File: src/rtl/calc_pkg.sv
// calc_pkg: shared state encoding, operator/ROM symbol codes and reduction constants for the calculator sequencer
package calc_pkg;
  typedef enum logic [2:0] {S_IDLE, S_SCAN, S_NPUSH, S_OPCHK, S_RED, S_DRAIN, S_DONE, S_ERR} state_t;
  typedef enum logic [2:0] {R_R2, R_R1, R_RO, R_RX, R_RP} red_step_t;
  localparam logic [1:0] OP_ADD = 2'd0, OP_SUB = 2'd1, OP_MULT = 2'd2, OP_DIV = 2'd3;
  localparam logic [4:0] SYM_HASH = 5'd10, SYM_OP_MIN = 5'd20, SYM_OP_MAX = 5'd30;
  localparam int RED_LEN = 5;
endpackage

File: src/rtl/calc_reduce_seq.sv
// calc_reduce_seq: 5-step reduction micro-sequencer (pop op2, pop op1, pop operator, latch result, push result)
module calc_reduce_seq
  import calc_pkg::*;
(
  input  logic clk,
  input  logic rst,
  input  logic i_go,
  output logic o_busy,
  output logic o_last,
  output logic o_op2_en,
  output logic o_op1_en,
  output logic o_operand_pop,
  output logic o_operator_en,
  output logic o_operator_pop,
  output logic o_result_en,
  output logic o_sel,
  output logic o_operand_push
);
  red_step_t r_step;
  always_ff @(posedge clk)
    r_step <= (rst || !i_go || o_last) ? R_R2 : red_step_t'(r_step + 3'd1);
  always_comb begin
    o_busy         = i_go;
    o_last         = i_go && int'(r_step) == RED_LEN - 1;
    o_op2_en       = i_go && r_step == R_R2;
    o_op1_en       = i_go && r_step == R_R1;
    o_operand_pop  = o_op2_en || o_op1_en;
    o_operator_en  = i_go && r_step == R_RO;
    o_operator_pop = o_operator_en;
    o_result_en    = i_go && r_step == R_RX;
    o_operand_push = i_go && r_step == R_RP;
    o_sel          = o_operand_push;
  end
endmodule

File: src/rtl/calc_sequencer.sv
// calc_sequencer: drives the calculator datapath through one '#'-terminated infix ROM expression (shunting-yard).
// Define CALC_ERR_EN to trap digit overflow / illegal symbols in a sticky ERR state with an err output.
module calc_sequencer
  import calc_pkg::*;
#(
  parameter int MAX_DIGITS = 3,
  parameter int MAX_LEN    = 128
) (
  input  logic       clk,
  input  logic       rst,
  input  logic       start,
  input  logic       is_operand,
  input  logic       is_operator,
  input  logic       is_hash,
  input  logic       is_lt,
  input  logic       is_empty,
  output logic       num0_en,
  output logic       num1_en,
  output logic       num2_en,
  output logic       index_cnt,
  output logic       sel,
  output logic [1:0] mode,
  output logic       operand_push,
  output logic       operand_pop,
  output logic       operator_push,
  output logic       operator_pop,
  output logic       num_clr,
  output logic       op2_en,
  output logic       op1_en,
  output logic       operator_en,
  output logic       result_en,
  output logic       busy,
  output logic       done
`ifdef CALC_ERR_EN
  ,
  output logic       err
`endif
);
  localparam logic [1:0] MAXD = 2'(MAX_DIGITS);
  localparam logic [7:0] LEN  = 8'(MAX_LEN);
  state_t     r_state, w_next;
  logic       r_ret;
  logic [1:0] r_cnt;
  logic [7:0] r_sym;
  logic       w_end, w_dig, w_ovf, w_ill, w_red;
  logic       w_rs_busy, w_rs_last, w_rs_push, w_rs_sel;
  calc_reduce_seq u_red (
    .clk           (clk),
    .rst           (rst),
    .i_go          (r_state == S_RED),
    .o_busy        (w_rs_busy),
    .o_last        (w_rs_last),
    .o_op2_en      (op2_en),
    .o_op1_en      (op1_en),
    .o_operand_pop (operand_pop),
    .o_operator_en (operator_en),
    .o_operator_pop(operator_pop),
    .o_result_en   (result_en),
    .o_sel         (w_rs_sel),
    .o_operand_push(w_rs_push)
  );
  always_comb begin
    // running out of ROM symbols behaves exactly like reading the terminator
    w_end         = is_hash || r_sym == LEN;
    w_dig         = is_operand && r_cnt < MAXD;
    w_ovf         = is_operand && r_cnt == MAXD;
    w_ill         = !is_operand && !is_operator && !is_hash && r_cnt == 2'd0;
    w_red         = !is_empty && is_lt;
    w_next        = r_state;
    num0_en       = 1'b0;
    num1_en       = 1'b0;
    num2_en       = 1'b0;
    index_cnt     = 1'b0;
    mode          = 2'd0;
    num_clr       = 1'b0;
    operator_push = 1'b0;
    done          = 1'b0;
`ifdef CALC_ERR_EN
    err           = 1'b0;
`endif
    case (r_state)
      S_IDLE: begin
        num_clr = start;
        w_next  = start ? S_SCAN : S_IDLE;
      end
      S_SCAN: begin
        if (w_end) w_next = (r_cnt != 2'd0) ? S_NPUSH : S_DRAIN;
        else if (w_dig) begin
          num0_en   = r_cnt == 2'd0;
          num1_en   = r_cnt == 2'd1;
          num2_en   = r_cnt == 2'd2;
          index_cnt = 1'b1;
        end else if (w_ovf || w_ill) begin
`ifdef CALC_ERR_EN
          w_next    = S_ERR;
`else
          index_cnt = 1'b1;
`endif
        end else w_next = (r_cnt != 2'd0) ? S_NPUSH : S_OPCHK;
      end
      S_NPUSH: begin
        mode    = r_cnt - 2'd1;
        num_clr = 1'b1;
        w_next  = S_SCAN;
      end
      S_OPCHK: begin
        operator_push = !w_red;
        index_cnt     = !w_red;
        w_next        = w_red ? S_RED : S_SCAN;
      end
      S_RED:   w_next = w_rs_last ? (r_ret ? S_DRAIN : S_OPCHK) : S_RED;
      S_DRAIN: w_next = is_empty ? S_DONE : S_RED;
      S_DONE: begin
        done   = 1'b1;
        w_next = S_IDLE;
      end
`ifdef CALC_ERR_EN
      S_ERR:   err = 1'b1;
`endif
      default: w_next = S_IDLE;
    endcase
    operand_push = r_state == S_NPUSH || w_rs_push;
    sel          = w_rs_sel;
    busy         = w_rs_busy || r_state inside {S_SCAN, S_NPUSH, S_OPCHK, S_DRAIN};
  end
  always_ff @(posedge clk) begin
    if (rst) begin
      r_state <= S_IDLE;
      r_ret   <= 1'b0;
      r_cnt   <= 2'd0;
      r_sym   <= 8'd0;
    end else begin
      r_state <= w_next;
      r_ret   <= (r_state == S_DRAIN) ? 1'b1 : (r_state == S_OPCHK) ? 1'b0 : r_ret;
      r_cnt   <= (r_state == S_NPUSH) ? 2'd0 : r_cnt + {1'b0, num0_en | num1_en | num2_en};
      r_sym   <= r_sym + {7'd0, index_cnt};
    end
  end
endmodule

File: config.mk
export PLATFORM = sky130hd
export DESIGN_NAME = calc_sequencer
export DESIGN_NICKNAME = d
export VERILOG_FILES = /design/src/rtl/calc_pkg.sv /design/src/rtl/calc_reduce_seq.sv /design/src/rtl/calc_sequencer.sv
export SDC_FILE = /design/constraint.sdc
export NUM_CORES = 1
export LEC_CHECK = 0
export BUFFER_PORTS_ARGS = -buffer_cell sky130_fd_sc_hd__buf_4
export CAP_MARGIN = 10
export CORE_ASPECT_RATIO = 1.2
export CORE_MARGIN = 5
export CORE_UTILIZATION = 45
export CTS_CLUSTER_SIZE = 16
export DETAILED_ROUTE_END_ITERATION = 16
export HOLD_SLACK_MARGIN = 0.03
export PLACE_DENSITY = 0.7
export SKIP_LAST_GASP = 1
export SYNTH_ARGS = -nofsm -noshare
export SYNTH_HDL_FRONTEND = slang
export SYNTH_SLANG_ARGS = --single-unit
File: constraint.sdc
create_clock -name clk -period 6.15 [get_ports clk]
set_clock_uncertainty 0.1 [all_clocks]
set_input_delay 0.3075 -clock clk [delete_from_list [all_inputs] [get_ports clk]]
set_output_delay 0.3075 -clock clk [all_outputs]
set_load 0.02 [all_outputs]
Yosys cells after proc, flatten, opt, wreduce, memory -nomap -nowiden
Cells that the tools add are included.

cells by class
  equal/unequal tests = 17
  mux-type cells = 30
  bitwise operators = 2
  reduce and logical (&&, ||, !) cells = 33
  add/subtract/negate cells = 4
  magnitude comparators = 1

operators with widths
  operator                                                          number
  3-bit 2-to-1 mux                                                  7
  1-bit 2-to-1 mux                                                  18
  3-bit case mux with 6 select lines                                1
  3-bit == test (second input constant)                             5
  3-bit by 2-bit == test with 1-bit output (second input constant)  4
  1-bit logical AND                                                 12
  8-bit by 1-bit adder with 8-bit output                            1
  8-bit == test (second input constant)                             1
  1-bit logical OR                                                  7
  3-bit by 1-bit == test with 1-bit output (second input constant)  2
  1-bit logical NOT                                                 6
  3-bit logical NOT                                                 2
  3-bit != test (second input constant)                             2
  2-bit == test (second input constant)                             2
  2-bit 2-to-1 mux                                                  2
  1-bit case mux with 2 select lines                                2
  2-bit nonzero test                                                2
  4-bit nonzero test                                                1
  3-bit by 1-bit adder with 3-bit output (second input constant)    1
  2-bit by 1-bit adder with 2-bit output                            1
  2-bit by 1-bit == test with 1-bit output (second input constant)  1
  2-bit logical NOT                                                 1
  2-bit less-than comparator (second input constant)                1
  1-bit bitwise OR                                                  2
  3 further kinds                                                   3

word-level totals
  output and inout port bits = 18
  logic and storage cells = 92
  register bits after elaboration = 17
  input bits = 8

Depth between registers and ports, before layout
Gate-level depths: netlist of run 1.

  word-level depth = 10
  gate-level depth with buffers = 10
  gate-level depth less buffers = 10

Cells and area by module
Synthesis of run 1 repeated with hierarchy kept, for this count alone.

second synthesis, totals
  cell total of the unflattened synthesis = 130
  area, all modules = 1,147.4 um^2

modules (own cells, without submodules)
  module           instances  cells each  seq. area each (um^2)  area an instance (um^2)
  calc_sequencer   1          103         280.3                  892.1
  calc_reduce_seq  1          27          60.1                   255.2

Worst setup path after synthesis of run 1
OpenSTA, ideal clock, no wires.

  path type = flip-flop to flip-flop
  from = reg r_state[0]
  to = reg r_sym[5]
  setup slack = 3.763 ns
  clock period less this slack = 2.387 ns
  arrival time = 2.159 ns
  cell stages (with the launch flop) = 11
  buffers on the path = 1
  required time = 5.922 ns
  setup time = 0.128 ns
  path through = dfxtp_1 clkbuf_1 nand2_1 nor3_1 a21oi_1 inv_1 ha_1 and3_1 nand3_1 xor2_1 nor2_1

between the ends
  cells in the longest elaborated chain, start to end = 3
  elaborated cells between the ends (all ways) = 4
  those cells by class = 1 x add/sub; 2 x eq/ne; 1 x mux

RTL lines
  element                                                                                                      line                   RTL
  from (decl)                                                                                                  calc_sequencer.sv:41   state_t r_state, w_next;
  from (signal assigned)                                                                                       calc_sequencer.sv:133  r_state <= w_next;
  3-bit by 2-bit == test with 1-bit output / 3-bit by 1-bit == test with 1-bit output (equally long branches)  calc_sequencer.sv:81   case (r_state)
  1-bit case mux with 2 select lines (*)                                                                       calc_sequencer.sv:81
  net index_cnt                                                                                                calc_sequencer.sv:20   output logic index_cnt,
  8-bit by 1-bit adder with 8-bit output (*)                                                                   calc_sequencer.sv:136  r_sym <= r_sym + {7'd0, index_cnt};
  to (signal assigned)                                                                                         calc_sequencer.sv:136
  to (decl)                                                                                                    calc_sequencer.sv:44   logic [7:0] r_sym;

The timed path passes the listed nets; every way through them passes the cells marked *.
A chain may end at the register's enable or synchronous reset.

Worst setup path after layout of run 1
  from = reg r_state[1]
  to = out num1_en

between the ends
  cells in the longest elaborated chain, start to end = 2

RTL lines
  element                                   line                  RTL
  3-bit by 1-bit == test with 1-bit output  calc_sequencer.sv:81
  1-bit 2-to-1 mux                          calc_sequencer.sv:81
  to (decl)                                 calc_sequencer.sv:18  output logic num1_en,

Every way passes these cells.

==> results of run 1 <==
## path summary, 6_finish.rpt
check | from | to | slack [ns]
worst max-delay path | r_state[1]$_SDFFE_PP0P_ | num1_en | 3.71
worst min register to register | u_red.r_step[0]$_SDFF_PP0_ | u_red.r_step[0]$_SDFF_PP0_ | 0.38
worst min-delay path | rst | r_sym[2]$_SDFF_PP0_ | 0.19
worst max register to register | r_state[1]$_SDFFE_PP0P_ | r_sym[7]$_SDFF_PP0_ | 3.81
## flip-flops by register name (all words and copies together), names as in the netlist
signal        cells
r_sym             8
r_state           3
u_red.r_step      3
r_cnt             2
r_ret             1
## cell families after synthesis
logic type	Yosys count	synth area share
AO/OA/AOI/OAI	19	0.1191
XOR/XNOR	7	0.05778
adder cells (fa/ha/maj)	13	0.1533
buffers and inverters	14	0.05306
flip-flops	17	0.3208
AND/OR/NAND/NOR	57	0.2960
## layout make-up
| class | count | area (um^2) |
|---|---|---|
| Timing Repair Buffer | 25 | 187.7 |
| Tap cell | 31 | 38.79 |
| Sequential cell | 17 | 340.3 |
| Clock buffer | 4 | 26.28 |
| Multi-Input combinational cell | 96 | 664.4 |
| Fill cell | 236 | 991.0 |
| Inverter | 9 | 33.78 |
## routing by layer
| metal | share of wire | track usage |
|---|---|---|
| met1 | 0.47 | 0.1879 |
| met5 | 0 | 0 |
| met3 | 0.034 | 0.02830 |
| met4 | 0.0032 | 0.03738 |
| met2 | 0.49 | 0.2231 |
## cell usage after synthesis
library cell and instances:
xor2_1 4, and2_1 6, nor2_1 17, nor4b_1 1, nand2_1 7, nor2b_1 5
o221ai_1 1, a21oi_2 1, dfxtp_1 17, a31oi_1 1, clkbuf_1 4, o22ai_1 1
or4b_1 1, xnor2_1 3, o21ai_0 2, nor4_1 1, nand3b_1 1, nand2b_1 2
or2_2 1, a211oi_1 3, o21a_1 2, nor3_1 2, buf_4 1, a21o_1 2
inv_1 9, or3b_1 2, o31a_1 1, ha_1 13, a21oi_1 5, and3_1 2
and3b_1 2, nand3_1 4, nand4b_1 1, nor4bb_1 1, nor3b_1 1
## critical path, stage by stage (launching register included)
cell and delay, ns:
dfxtp_1 0.48, or4b_1 0.58, a21oi_2 0.18, and3b_1 0.23
and2_1 0.14, buf_4 0.13
## through the flow
| step | hold slack, ns | cell area (um^2) | util | total power (uW) | instances |
|---|---|---|---|---|---|
| after CTS | 0.1910 | 1291 | 0.5658 | 262.5 | 182 |
| final | 0.1941 | 1291 | 0.5658 | 259.2 | 182 |
| after global routing | 0.2011 | 1291 | 0.5658 | 277.2 | 182 |
| after detailed placement | 0.3602 | 1265 | 0.5543 | 201.7 | 178 |
| after global placement | 0.3498 | 1265 | 0.5543 | 200.3 | 178 |
| after floorplan | 0.2791 | 1061 | - | 175.5 | 127 |
## power by group
part           switching, uW  internal (uW)  total (uW)
clock network           35.5           25.2        60.7
registers               12.4            116         128
logic                   37.3           32.8        70.1
==> run metrics, run 1 <==
Slew Limit Headroom=0.6296; final hold vios=0; Resize count post-CTS=0; post-synth cell types=35; area share of the leading cell type in the synthesized netlist=0.3208; pwr dens=between 200 and 250 nW/um^2; CP max FO=16; setup_tns=0 ns; setup ws final=3.709 ns; Residual DRC=0; commonest non-fill, non-tap cells in the layout=25 x buf_4, 17 x nor2_1, 17 x dfxtp_1; pre-CTS worst setup slack=about 3.8 ns; Nets=173; Final Max Tran Viols=0; ANT cells=0; largest net degree at the start of global routing=17; worst setup path class=reg -> out; status=complete, no violations; RSZ-0062 raised after global routing=false; Core ar.=2282 um^2; ranking of synthesized cells by area=dfxtp_1 32%, ha_1 15%, nor2_1 6.0%; CP Data Required Time=around 5.7 ns; fmax=0.4097 GHz; Gate Count Post-Synth=127; DR WL/cell=11.88 um; total iterations of the first detailed-routing run=4; vias per cell=4.989; CP endpoint kind=primary output; Post-CTS Setup Inserts=0; crit path launch type=flip-flop; hold-fix buffers at CTS=0; Net Count, Synth=approximately 150; most common cell after layout, fill and taps aside=buf_4; CTS tree=built; Mapped Avg Cell Area=8.354 um^2; Boundary Pins=26; mapped cell area=between 1000 and 1500 um^2; RePlAce Congestion=0.8269; Cells on Worst Hold Path=2; Worst Path Arrival=2.03 ns; Worst-Skew Late Latency=0.29 ns; final worst-path cycle share=0.3969; area grow syn2layout=21.70%; HP Class=in -> reg; ANT nets after route=0; crit path time final=between 2 and 2.5 ns; via count=908; Port Buffer Count=25; first-pass GRT wire length=3691 um; Tot GR Track Use=0.1403; Clock transition at path regs=0.10 ns; Synth Register Bits=17; die width=54.33 um; DR iter-0 viols=17; reg2reg path depth=9; Worst-Margin Slew=0.5505 ns; register area share after synthesis=0.3208; maximum root-to-sink buffer count=2; root buf cell=clkbuf_4; fraction of layout cells with a size suffix above 1=0.1987; yosys warns=0; leading area contributor after synthesis=dfxtp_1; die area=3433 um^2; grt ovf=0; Starting Density=0.4649; vias in the first global route=874; CTS sink count=17; H-Tree Depth=1; TritonCTS buffer count=3; # Max-Cap Violations=0; detailed placement HPWL=roughly 1700 um; leakage=0.0005828 uW; Final setup viols=0; Rows=19; initial antenna violation count=0; Die Y=63.19 um; VDD IR max=approximately 0.19 mV; WL final=2162 um
Note: power is estimated with default switching activity, not from simulation.
==> run 2: changes to the inputs <==
ABC_AREA = 1   (was default)
clock period = 2.4 ns   (was 6.15 ns; I/O delays follow)
==> run 2 against run 1 <==
Effect of this change: via count up 17%; synthesized area grew 2.9%; sequential share of layout area is 1.1 points lower; synthesized cell count up 24%; register-to-register slack got worse by 3.6 ns; routed wire length is 13% higher; total power increased to 2.6 times the previous value; utilization is 1.9 points higher; sequential cell count stayed put; non-clock buffer count increased by 1; worst setup slack worse by 3.5 ns; first-iteration DRC count increased by 71%; critical endpoint is now r_sym[7]$_SDFF_PP0_; largest cell class unchanged; largest power group unchanged.
==> run metrics, run 2 <==
detailed placement HPWL=1986 um (+16%); EDFF count, synth=0 (unchanged); CTS sink count=17 (unchanged); Worst Path Buf+Inv=1 (unchanged); reg2reg end=r_sym[7]$_SDFF_PP0_; Net Count, Synth=179 (+21%); biggest regs=r_sym: 8 flops, r_state: 3 flops, u_red.r_step: 3 flops; Port Buffer Count=25 (unchanged); worst reg-to-reg setup slack=0.23 ns (-3.58 ns); Core ar.=2306 um^2 (+1.0%); reg2reg path depth=12 (+3); fillcell total=226 (-4.2%); HP Class=in -> reg; Reg area=340.3 um^2 (unchanged); total power=682.3 uW (+160%); Primary FF master, synth=dfxtp_1; Top delay family on crit path=simple AND/OR/NAND/NOR gates; maximum root-to-sink buffer count=2 (unchanged); Mapped Avg Cell Area=6.913 um^2 (-17%); Post-DP Area=1308 um^2 (+3.4%); Gate Count Post-Synth=158 (+24%); most used cell, CP=nand2_1; CP max FO=4 (-12); crit path launch type=flip-flop; Nets=208 (+20%); register area share after synthesis=0.3116 (-0.009185); Finished Cell Area=1348 um^2 (+4.4%); Final setup viols=0 (unchanged); Rows=19 (unchanged); largest net degree at the start of global routing=12 (-5); CP max stage cell=dfxtp_1; worst stage delay on the critical path=0.36 ns (-0.22 ns); fmax=0.4600 GHz; Die Y=63.97 um (+1.2%); setup_tns=0 ns (unchanged); vias in the first global route=1011 (+16%); Commonest cells post-synth=35 x inv_1, 23 x nand2_1, 21 x nor2_1; CP Data Required Time=2.51 ns (-3.23 ns); mapped cell area=1092 um^2 (+2.9%); pre-CTS worst setup slack=0.2783 ns (-3.552 ns); TritonCTS buffer count=3 (unchanged); pwr dens=506.3 nW/um^2 (+150%); commonest non-fill, non-tap cells in the layout=34 x inv_1, 25 x buf_4, 23 x nand2_1; leakage=0.0007124 uW (+22%); status=complete, no violations; die width=54.98 um (+1.2%); top-count cell post-synth=inv_1; most common cell after layout, fill and taps aside=inv_1; Cells on Worst Hold Path=5 (+3); Boundary Pins=26 (unchanged); root buf cell=clkbuf_4; post-synth cell types=24 (-31%); DR WL/cell=11.29 um (-5.0%); die area=3517 um^2 (+2.4%); grt ovf=0 (unchanged); area grow syn2layout=23.37%; ys async rst share=0 (unchanged); CP endpoint kind=flip-flop; worst setup path class=reg -> reg; DR iter-0 viols=29 (+12); ANT cells=0 (unchanged); Residual DRC=0 (unchanged); Starting Density=0.4737 (+0.008772); vias per cell=4.894 (-1.9%); WL final=2449 um (+13%); # Max-Cap Violations=0 (unchanged); multi-input logic area=600.6 um^2 (-9.6%); Hold Crit Start=is_lt; Worst Path Arrival=2.28 ns (+0.25 ns); ranking of synthesized cells by area=dfxtp_1 31%, ha_1 15%, inv_1 12%; VDD IR max=0.3649 mV (+94%); initial antenna violation count=0 (unchanged); area share of the leading cell type in the synthesized netlist=0.3116 (-0.009185); yosys warns=0 (unchanged); worst hold endpoint=r_state[2]$_SDFFE_PP0P_; CP cell instances=inv_1, ha_2, nand3_1, nand2_1, nand4_1, nand2_1, ha_1, nand3_1, nor3_2, nand4_1, nand2_1, nor2_1; leading area contributor after synthesis=dfxtp_1; Biggest register=r_sym; Worst-Skew Late Latency=0.30 ns (about the same); Final Max Tran Viols=0 (unchanged); RSZ-0062 raised after global routing=false; CTS tree=built; Slew Limit Headroom=0.7795 (+0.1498); final worst-path cycle share=0.9059; max reg flops=8 (unchanged); setup ws final=0.2259 ns (-3.483 ns); via count=1062 (+17%); RR Startpoint=r_cnt[1]$_SDFF_PP0_; RePlAce Congestion=0.7582 (-8.3%); Clock transition at path regs=0.10 ns (about the same); crit path time final=2.174 ns; total iterations of the first detailed-routing run=4 (unchanged); Worst-Margin Slew=0.3280 ns (-0.2224 ns); H-Tree Depth=1 (unchanged); ANT nets after route=0 (unchanged); first-pass GRT wire length=4140 um (+12%); Synth Register Bits=17 (unchanged); final hold vios=0 (unchanged); fraction of layout cells with a size suffix above 1=0.2151 (+0.01638); Tot GR Track Use=0.1578 (+0.01746)
==> run 2: cell families after synthesis <==
family          Yosys count  share of synthesized area
simple gates             68                     0.2921
buf+inv                  40                     0.1409
compound gates           18                    0.09050
flops                    17                     0.3116
fa+ha+maj                13                     0.1489
xor+xnor                  2                    0.01604
==> run 2: power breakdown <==
group	internal [uW]	switching (uW)	total [uW]
clock	62.2	99.4	162
combinational	80.0	121	201
sequential	297	22.6	319
total	439	243	682
==> run 2: routing by layer <==
| metal | GRT usage | share of wire | vias up | wire [um] |
|---|---|---|---|---|
| met5 | 0 | 0 | - | 0 |
| met4 | 0.06383 | 0.018 | 0 | 44 |
| met3 | 0.03256 | 0.044 | 5 | 107 |
| met2 | 0.2811 | 0.53 | 15 | 1293 |
| met1 | 0.1733 | 0.41 | 493 | 1004 |
| li1 | - | - | 549 | - |
==> run 2: what timing repair did <==
action,in CTS,in global routing
setup buffers,0,0
gates resized for setup,0,3
hold buffers,1,0
endpoints found under the hold margin,9,0
endpoints found under the setup margin,0,2
==> run 2: metrics by stage <==
stage                     instances    util  hold slack (ns)
after CTS                       217  0.5833          0.09243
after global routing            217  0.5844           0.1282
after detailed placement        212  0.5670           0.2900
final                           217  0.5844           0.1063
after floorplan                 158       -           0.2082
after global placement          212  0.5670           0.2908
==> run 2: cell type report <==
| type | count | area share |
|---|---|---|
| multi-input cells | 101 | 0.4457 |
| flip-flops and latches | 17 | 0.2526 |
| repair buffers | 26 | 0.1467 |
| inverters | 38 | 0.1058 |
| well taps | 31 | 0.02878 |
| clock buffers | 3 | 0.01671 |
| clock inverters | 1 | 0.003714 |
==> run 2: tightest hold or removal path: cells and delay by family <==
kind / cells / cell delay [ns]
and+or+nand+nor: 3 / 0.17
AOI/OAI and AO/OA: 1 / 0.10
buffers and inverters: 1 / 0.09
==> run 2: worst max path at each step <==
stage,from,endpoint,cells after the start,slack [ns]
after floorplan,r_cnt[0]$_SDFF_PP0_,r_sym[6]$_SDFF_PP0_,13,0.35
after global placement,r_cnt[0]$_SDFF_PP0_,r_sym[6]$_SDFF_PP0_,13,0.40
after detailed placement,r_cnt[0]$_SDFF_PP0_,r_sym[4]$_SDFF_PP0_,13,0.28
after CTS,r_cnt[0]$_SDFF_PP0_,r_sym[4]$_SDFF_PP0_,13,0.21
after global routing,r_cnt[1]$_SDFF_PP0_,r_sym[4]$_SDFF_PP0_,13,0.03
final,r_cnt[1]$_SDFF_PP0_,r_sym[7]$_SDFF_PP0_,12,0.23
==> run 3: changes to the inputs <==
clock period = 2.26 ns   (was 2.4 ns; I/O delays follow)
==> run 3 against run 2 <==
Effect of this change: total power rose by 6.4%; clock-buffer cell count did not move; first-iteration DRC count fell by 21%; critical path depth fell by 2; sequential share of layout area barely moved; cell count did not move; clock power rose by 6%; worst setup slack got worse by 0.0085 ns; utilization rose by 0.54 points; global-route usage did not move; critical path type unchanged; fmax rose by 6.4%.
==> run metrics, run 3 (same netlist as run 2, synthesis figures left out) <==
CTS sink count=17 (unchanged); maximum root-to-sink buffer count=2 (unchanged); Rows=19 (unchanged); Port Buffer Count=25 (unchanged); Biggest register=r_sym; total power=725.9 uW (+6.4%); Residual DRC=0 (unchanged); most common cell after layout, fill and taps aside=inv_1; Worst-Skew Late Latency=0.30 ns (about the same); status=complete, no violations; first-pass GRT wire length=4140 um (unchanged); CP max FO=6 (+2); final hold vios=0 (unchanged); Worst Path Arrival=2.15 ns (-0.13 ns); fin util=0.5898 (+0.005426); Final setup viols=0 (unchanged); fmax=0.4896 GHz (+6.4%); DR iter-0 viols=23 (-21%); initial antenna violation count=0 (unchanged); worst setup path class=reg -> reg; RePlAce Congestion=0.7581 (about the same); area grow syn2layout=24.51%; fraction of layout cells with a size suffix above 1=0.2312 (+0.01613); HP Class=in -> reg; VDD IR max=0.3861 mV (+5.8%); crit path launch type=flip-flop; Nets=208 (unchanged); Starting Density=0.4737 (unchanged); # Max-Cap Violations=0 (unchanged); via count=1058 (-0.38%); ANT nets after route=0 (unchanged); RSZ-0062 raised after global routing=false; detailed placement HPWL=1986 um (unchanged); biggest regs=r_sym: 8 flops, r_state: 3 flops, u_red.r_step: 3 flops; leakage=0.0007160 uW (+0.51%); CTS tree=built; Slew Limit Headroom=0.7888 (+0.009307); CP endpoint kind=flip-flop; Clock transition at path regs=0.11 ns (about the same); max reg flops=8 (unchanged); grt ovf=0 (unchanged); largest net degree at the start of global routing=12 (unchanged); Worst-Margin Slew=0.3142 ns (-0.01385 ns); crit path time final=2.043 ns (-0.1315 ns); TritonCTS buffer count=3 (unchanged); commonest non-fill, non-tap cells in the layout=33 x inv_1, 25 x buf_4, 23 x nand2_1; pwr dens=533.7 nW/um^2 (+5.4%); H-Tree Depth=1 (unchanged); WL final=2445 um (-0.16%); CP Data Required Time=2.37 ns (-0.14 ns); Core ar.=2306 um^2 (unchanged); root buf cell=clkbuf_4; die width=54.98 um (unchanged); total iterations of the first detailed-routing run=4 (unchanged); Die Y=63.97 um (unchanged); vias in the first global route=1011 (unchanged); die area=3517 um^2 (unchanged); vias per cell=4.876 (-0.38%); Tot GR Track Use=0.1578 (unchanged); ANT cells=0 (unchanged); DR WL/cell=11.27 um (-0.16%); Boundary Pins=26 (unchanged); Final Max Tran Viols=0 (unchanged); setup_tns=0 ns (unchanged); final worst-path cycle share=0.9038 (-0.002081)
-- run 3: cell types whose count changed in the layout (fill, tap and decap cells not counted) --
cell	change
inv_1	-1
dfxtp_2	+2
dfxtp_1	-2
ha_2	-1
inv_2	+1
ha_4	+1
-- run 3: worst paths after layout --
path | startpoint | end | slack, ns | depth (start not counted)
max | r_state[0]$_SDFFE_PP0P_ | r_sym[7]$_SDFF_PP0_ | 0.22 | 10
min | is_hash | r_state[0]$_SDFFE_PP0P_ | 0.09 | 4
max reg2reg | r_state[0]$_SDFFE_PP0P_ | r_sym[7]$_SDFF_PP0_ | 0.22 | 10
min reg2reg | u_red.r_step[0]$_SDFF_PP0_ | u_red.r_step[0]$_SDFF_PP0_ | 0.39 | 1
-- run 3: repair_timing --
| action | CTS | global route |
|---|---|---|
| endpoints found under the setup margin | 0 | 4 |
| resized for setup | 0 | 7 |
| hold buffers | 1 | 0 |
| setup buffers | 0 | 0 |
| hold endpoints to repair | 9 | 0 |
-- run 3: through the flow --
stage	instances	setup WS (ns)	hold slack (ns)	instance area, um^2
3_3_place_gp	212	0.2567	0.2838	1308
3_5_place_dp	212	0.1383	0.2830	1308
5_1_grt	217	0.005510	0.1207	1360
2_1_floorplan	158	0.2102	0.2012	1092
4_1_cts	217	0.07125	0.08543	1345
6_report	217	0.2174	0.08639	1360
-- run 3: critical path: stages, from the launching register on --
cell	delay (ns)
dfxtp_1	0.44
inv_2	0.10
nor3_4	0.17
nand4_1	0.17
nand2_1	0.14
ha_1	0.19
nand3_1	0.16
nor3_2	0.23
nand4_1	0.12
nand2_1	0.08
nor2_1	0.04
-- run 3: area by class of cell --
cell class | count | area (um^2)
fill | 225 | 945.9
multi-input combinational | 101 | 610.6
sequential | 17 | 342.8
timing repair buffer | 26 | 197.7
inverter | 38 | 142.6
tap | 31 | 38.79
clock buffer | 3 | 22.52
clock inverter | 1 | 5.005
-- run 3: metal layers --
layer	vias up	share of wire	global-route usage
met5	-	0	0
met4	0	0.018	0.06383
met3	5	0.043	0.03256
met2	13	0.52	0.2811
met1	492	0.41	0.1733
li1	548	-	-
-- run 3: power breakdown --
group	internal, uW	switching, uW	leakage [uW]
combinational	86.0	129	0.000560
sequential	316	24.1	0.000139
clock	66.0	105	0.0000177
